[src/rtl/cbus_rr_arbiter.sv]
// cbus_rr_arbiter: burst-locking N-to-1 arbiter for the cache bus.
// Define CBUS_ARB_ROUND_ROBIN_EN for round-robin, else fixed priority.
package cbus_pkg;
  typedef struct packed {
    logic        valid;
    logic        is_write;
    logic [1:0]  size;
    logic [31:0] addr;
    logic [3:0]  strobe;
    logic [31:0] data;
    logic [7:0]  len;
    logic [1:0]  burst;
  } cbus_req_t;

  typedef struct packed {
    logic        ready;
    logic        last;
    logic [31:0] data;
  } cbus_resp_t;
endpackage

module cbus_rr_arbiter
  import cbus_pkg::*;
#(
  parameter int NUM_INPUTS = 2,
  parameter int IDX_W =
    (NUM_INPUTS > 1) ? $clog2(NUM_INPUTS) : 1
) (
  input  logic                        clk,
  input  logic                        reset,
  input  cbus_req_t  [NUM_INPUTS-1:0] ireqs,
  output cbus_resp_t [NUM_INPUTS-1:0] iresps,
  output cbus_req_t                   oreq,
  input  cbus_resp_t                  oresp,
  output logic                        busy,
  output logic [IDX_W-1:0]            grant_idx
);

  typedef enum logic {IDLE, BUSY} state_t;

  state_t           state;
  state_t           state_nx;
  logic [IDX_W-1:0] grant_nx;
  logic [IDX_W-1:0] rr_ptr;
  logic [IDX_W-1:0] pick;
  logic             pick_ok;
  logic             done;

  function automatic logic [IDX_W-1:0] wrap_inc(
    logic [IDX_W-1:0] a,
    int               b
  );
    int s;
    s = int'(a) + b;
    if (s >= NUM_INPUTS) s = s - NUM_INPUTS;
    return IDX_W'(s);
  endfunction

  // first valid master scanning upward from rr_ptr
  always_comb begin
    pick    = '0;
    pick_ok = 1'b0;
    for (int k = 0; k < NUM_INPUTS; k++) begin
      if (!pick_ok && ireqs[wrap_inc(rr_ptr, k)].valid) begin
        pick    = wrap_inc(rr_ptr, k);
        pick_ok = 1'b1;
      end
    end
  end

  always_comb begin
    state_nx = state;
    grant_nx = grant_idx;
    done     = 1'b0;
    oreq     = '0;
    iresps   = '0;
    unique case (state)
      IDLE: begin
        if (pick_ok) begin
          state_nx = BUSY;
          grant_nx = pick;
        end
      end
      BUSY: begin
        oreq              = ireqs[grant_idx];
        iresps[grant_idx] = oresp;
        // a master dropping valid mid-burst aborts its grant
        done = (oresp.ready && oresp.last) ||
               !ireqs[grant_idx].valid;
        if (done) state_nx = IDLE;
      end
    endcase
  end

  always_ff @(posedge clk or negedge reset) begin
    if (!reset) begin
      state     <= IDLE;
      grant_idx <= '0;
    end else begin
      state     <= state_nx;
      grant_idx <= grant_nx;
    end
  end

`ifdef CBUS_ARB_ROUND_ROBIN_EN
  always_ff @(posedge clk or negedge reset) begin
    if (!reset) begin
      rr_ptr <= '0;
    end else if (done) begin
      rr_ptr <= wrap_inc(grant_idx, 1);
    end
  end
`else
  assign rr_ptr = '0;
`endif

  assign busy = (state == BUSY);

endmodule

[config.mk]
export PLATFORM = sky130hd
export DESIGN_NAME = cbus_rr_arbiter
export DESIGN_NICKNAME = d
export VERILOG_FILES = /design/src/rtl/cbus_rr_arbiter.sv
export SDC_FILE = /design/constraint.sdc
export NUM_CORES = 1
export LEC_CHECK = 0
export CORE_AREA = 4 4 133 135
export DETAILED_ROUTE_END_ITERATION = 10
export DIE_AREA = 0 0 137 139
export PLACE_DENSITY_LB_ADDON = 0.3
export SLEW_MARGIN = 10
export SYNTH_ARGS = -nofsm -noshare
export SYNTH_HDL_FRONTEND = slang
export SYNTH_SLANG_ARGS = --single-unit
[constraint.sdc]
create_clock -name clk -period 3.1 [get_ports clk]
set_clock_uncertainty 0.1 [all_clocks]
set_input_delay 0.465 -clock clk [delete_from_list [all_inputs] [get_ports clk]]
set_output_delay 0.465 -clock clk [all_outputs]
set_load 0.03 [all_outputs]
==> impl.org <==
** Status
- Run status :: completed

** Setup path
- Cell type group with the largest total delay on the critical path :: buffers and inverters
- Arrival time reported for the critical path endpoint :: 2.02 ns
- For the worst setup path, the data required time is 2.53 ns.
- Ordered list of cells on the worst path :: buf_4, mux2i_1, nor2_1, clkdlybuf4s50_1
- Worst path max stage delay :: 0.62 ns
- Critical path buffer and inverter count :: 2
- The slowest stage of the critical path is the sky130_fd_sc_hd__clkdlybuf4s50_1 cell.
- By startpoint and endpoint, the worst setup path is classified as flip-flop to output port.
- The worst register-to-register path begins at grant_idx$_DFFE_PN0P_.
- In this run the worst path has a maximum fanout of 17.
- The worst register-to-register path has a depth of 3.
- Critical path capture point type :: output port
- Capturing point of the worst reg2reg path :: busy$_DFF_PN0_
- The worst setup path is launched from a flip-flop.
- Slack of the worst reg-to-reg path :: 1.42 ns

** CTS
- In this run the number of H-tree levels came out at 1.
- Clock input transition at the sequential cells of the worst setup and hold paths :: 0.03 ns
- The clock passes through at most 2 buffers.
- For this design, the CTS-stage hold fixing added 0 buffers.
- Number of post-CTS setup repair buffers :: 0
- For the worst-skew pair, the clock arrives at the later sink with an insertion delay of 0.22 ns.
- TritonCTS built the clock tree.
- Clock tree synthesis found a total of 2 sinks.
- Number of clock buffers inserted by TritonCTS :: 3
- Number of gates resized after CTS :: 0
- CTS placed an instance of sky130_fd_sc_hd__clkbuf_16 at the clock tree root.

** Place
- Detailed-placement wirelength estimate :: 10710 µm
- Final Wtd Congestion :: 0.8210
- During placement, the flow inserted port buffers numbering 351.
- Prior to clock tree synthesis, the placed netlist has a worst setup slack of 0.6587 ns.
- Summing all placed instances gives a cell area of 5390 µm².

** Synthesis
- Counting every net in the synthesized netlist gives 470.
- Fraction of synthesized area in multiplexers :: 43.82%
- Of the total synthesized cell area, the portion taken by full adders, half adders and majority gates is 0%.
- The synthesized netlist devotes 0.8016% of its cell area to compound gates.
- The mapped netlist covers 1873 µm².
- After synthesis, the largest family of logic cells by area is multiplexers.
- A synthesized cell averages 6.937 µm².
- Summing the sequential cell areas from Yosys gives 2.672% of the chip area.
- Fraction of synthesized cell area in xor and xnor cells :: 0%
- Cells after Synth :: 270
- Synthesis inferred 2 register bits.
- Unique cell type count in the Yosys netlist :: 16
- Of the total synthesized cell area, the portion taken by AND, OR, NAND and NOR gates is 40.75%.
- Yosys printed 0 warnings.

** Drt
- Final wirelength :: 12540 µm
- Dividing the detail-routed via count by the number of cells gives 3.894.
- In the routed design, unresolved DRC markers number 0.
- The routed layout has 3209 vias.
- Detailed router's first-iteration violation count :: 53
- Number of routed nets with antenna violations :: 0
- TritonRoute pass-1 iters :: 3
- Dividing the detail-routed wire length by the instance count gives 15.22 µm.

** Timing
- Min Tclk post-route :: 2.586 ns
- Total Negative Setup Slacks :: 0 ns
- At the pin with the least slew margin, the transition time is 0.6155 ns.
- Unrepaired setup endpoints after global routing :: no
- Final-report setup violation count :: 0
- Across all setup checks in the final design, the least slack found is 0.5136 ns.
- The final critical path takes up 83.43% of the cycle.
- Number of max-slew violations in the final report :: 0
- The final hold violation count came to 0.
- Peak Freq :: 0.3866 GHz
- Relative max-transition margin :: 58.88%

** Finish
- Post-layout nets :: 805
- Area delta synth->final :: 192.0%
- The post-route netlist has 17.38% of its cells at a drive strength greater than 1.
- Most common cell after layout, fill and taps aside :: sky130_fd_sc_hd__clkdlybuf4s50_1
- 0 antenna diodes ended up in the layout.
- Commonest cells after routing, fill and taps aside :: sky130_fd_sc_hd__clkdlybuf4s50_1, sky130_fd_sc_hd__buf_4, sky130_fd_sc_hd__nor2_1
- Layout Cell Area excl Fill :: 5469 µm²

** Power
- In this run the power density over the cells is 764.6 nW/µm².
- Worst ir drop on vdd :: 0.3153 mV
- Static leakage :: 0.002517 µW

** GRT
- Across every metal layer, demand over resource in global routing totals 11.52%.
- The number of antenna violations at the first check in global routing is 1.
- The number of global-route vias before repair came to 3281.
- Entering global routing, the biggest net connects 43 pins.
- The first global-routing pass estimated 17420 µm of wire.
- GR Overflow Total :: 0

** Die
- Floorplan die area :: 19040 µm²
- Measured along the x axis, the die boundary spans 137 µm.
- The floorplan has 47 rows.
- The floorplan step defined a core boundary enclosing 16470 µm².
- Die Span Y :: 139 µm
- Once the floorplan was initialized, standard cells occupied 11.38% of the core.
- In this run the count of I/O pins placed on the die edge is 352.

** Hold path
- The worst hold path belongs to the class input port to async pin.

** Job
- Across the run, the number of max-cap violations was 0.
## sequential cells by signal, indices dropped and copies added, names as in the netlist
| name | flops |
|---|---|
| grant_idx | 1 |
| busy | 1 |
## worst reg2reg max path, delay by kind of cell, from the launching register on
family	cells	cell delay, ns
flops	1	0.55
buf+inv	1	0.50
mux	1	0.31
compound gates	1	0.09
## cell usage after synthesis
library cell | count | share of area [%]
sky130_fd_sc_hd__dfrtp_1 | 2 | 2.7
sky130_fd_sc_hd__buf_6 | 8 | 4.8
sky130_fd_sc_hd__clkbuf_2 | 2 | 0.53
sky130_fd_sc_hd__and3_1 | 34 | 11
sky130_fd_sc_hd__buf_2 | 2 | 0.53
sky130_fd_sc_hd__nor2b_1 | 1 | 0.33
sky130_fd_sc_hd__o22ai_1 | 1 | 0.33
sky130_fd_sc_hd__buf_12 | 1 | 1.1
sky130_fd_sc_hd__buf_4 | 8 | 3.2
sky130_fd_sc_hd__and2_1 | 35 | 12
sky130_fd_sc_hd__clkbuf_1 | 8 | 1.6
sky130_fd_sc_hd__mux2i_1 | 82 | 44
sky130_fd_sc_hd__a2bb2oi_1 | 1 | 0.47
sky130_fd_sc_hd__nor2_1 | 83 | 17
sky130_fd_sc_hd__nor2b_4 | 1 | 0.73
sky130_fd_sc_hd__inv_1 | 1 | 0.20
## final cells by class
| type | count | area, µm² |
|---|---|---|
| clock buffer | 4 | 78.83 |
| fill | 1718 | 11000 |
| inverter | 1 | 3.754 |
| multi-input combinational | 238 | 1599 |
| sequential | 2 | 53.80 |
| tap | 220 | 275.3 |
| timing repair buffer | 359 | 3458 |
## cells by family (layout without fill, tap and decap cells)
group | after synthesis | count (layout)
buf+inv | 30 | 364
compound gates | 2 | 2
flops | 2 | 2
simple gates | 154 | 154
mux | 82 | 82
## power breakdown
group | internal [µW] | switching (µW) | total, µW
Sequential | 41.3 | 41.8 | 83.0
Clock | 169 | 32.4 | 202
Combinational | 1650 | 2240 | 3900
## metrics by stage
| stage | utilization (%) | power [µW] | hold slack [ns] | cells |
|---|---|---|---|---|
| 2_1_floorplan | - | 2514 | 0.06941 | 270 |
| 3_3_place_gp | 32.74 | 4003 | 0.5444 | 820 |
| 3_5_place_dp | 32.74 | 4016 | 0.5505 | 820 |
| 4_1_cts | 33.21 | 4232 | 0.3187 | 824 |
| 5_1_grt | 33.21 | 4404 | 0.3186 | 824 |
| 6_report | 33.21 | 4182 | 0.3130 | 824 |
## metal layers
layer / part of all wire (%) / vias to the layer above / global-route usage, %
met5: 0.10 / - / 0
met4: 1.3 / 2 / 2.153
met3: 11 / 14 / 3.737
met2: 53 / 189 / 23.03
met1: 34 / 1426 / 11.32
li1: - / 1578 / -
## how the worst max path moves through the flow
stage / start / endpoint / slack [ns] / cells past startpoint
2_1_floorplan: busy$_DFF_PN0_ / oreq[11] / 1.03 / 5
3_3_place_gp: ireqs[88] / oreq[6] / 0.61 / 4
3_5_place_dp: ireqs[88] / oreq[6] / 0.66 / 4
4_1_cts: grant_idx$_DFFE_PN0P_ / oreq[7] / 0.48 / 4
5_1_grt: grant_idx$_DFFE_PN0P_ / iresps[31] / 0.40 / 4
6_report: grant_idx$_DFFE_PN0P_ / oreq[7] / 0.51 / 4
Power figures use the tool's default switching activity.
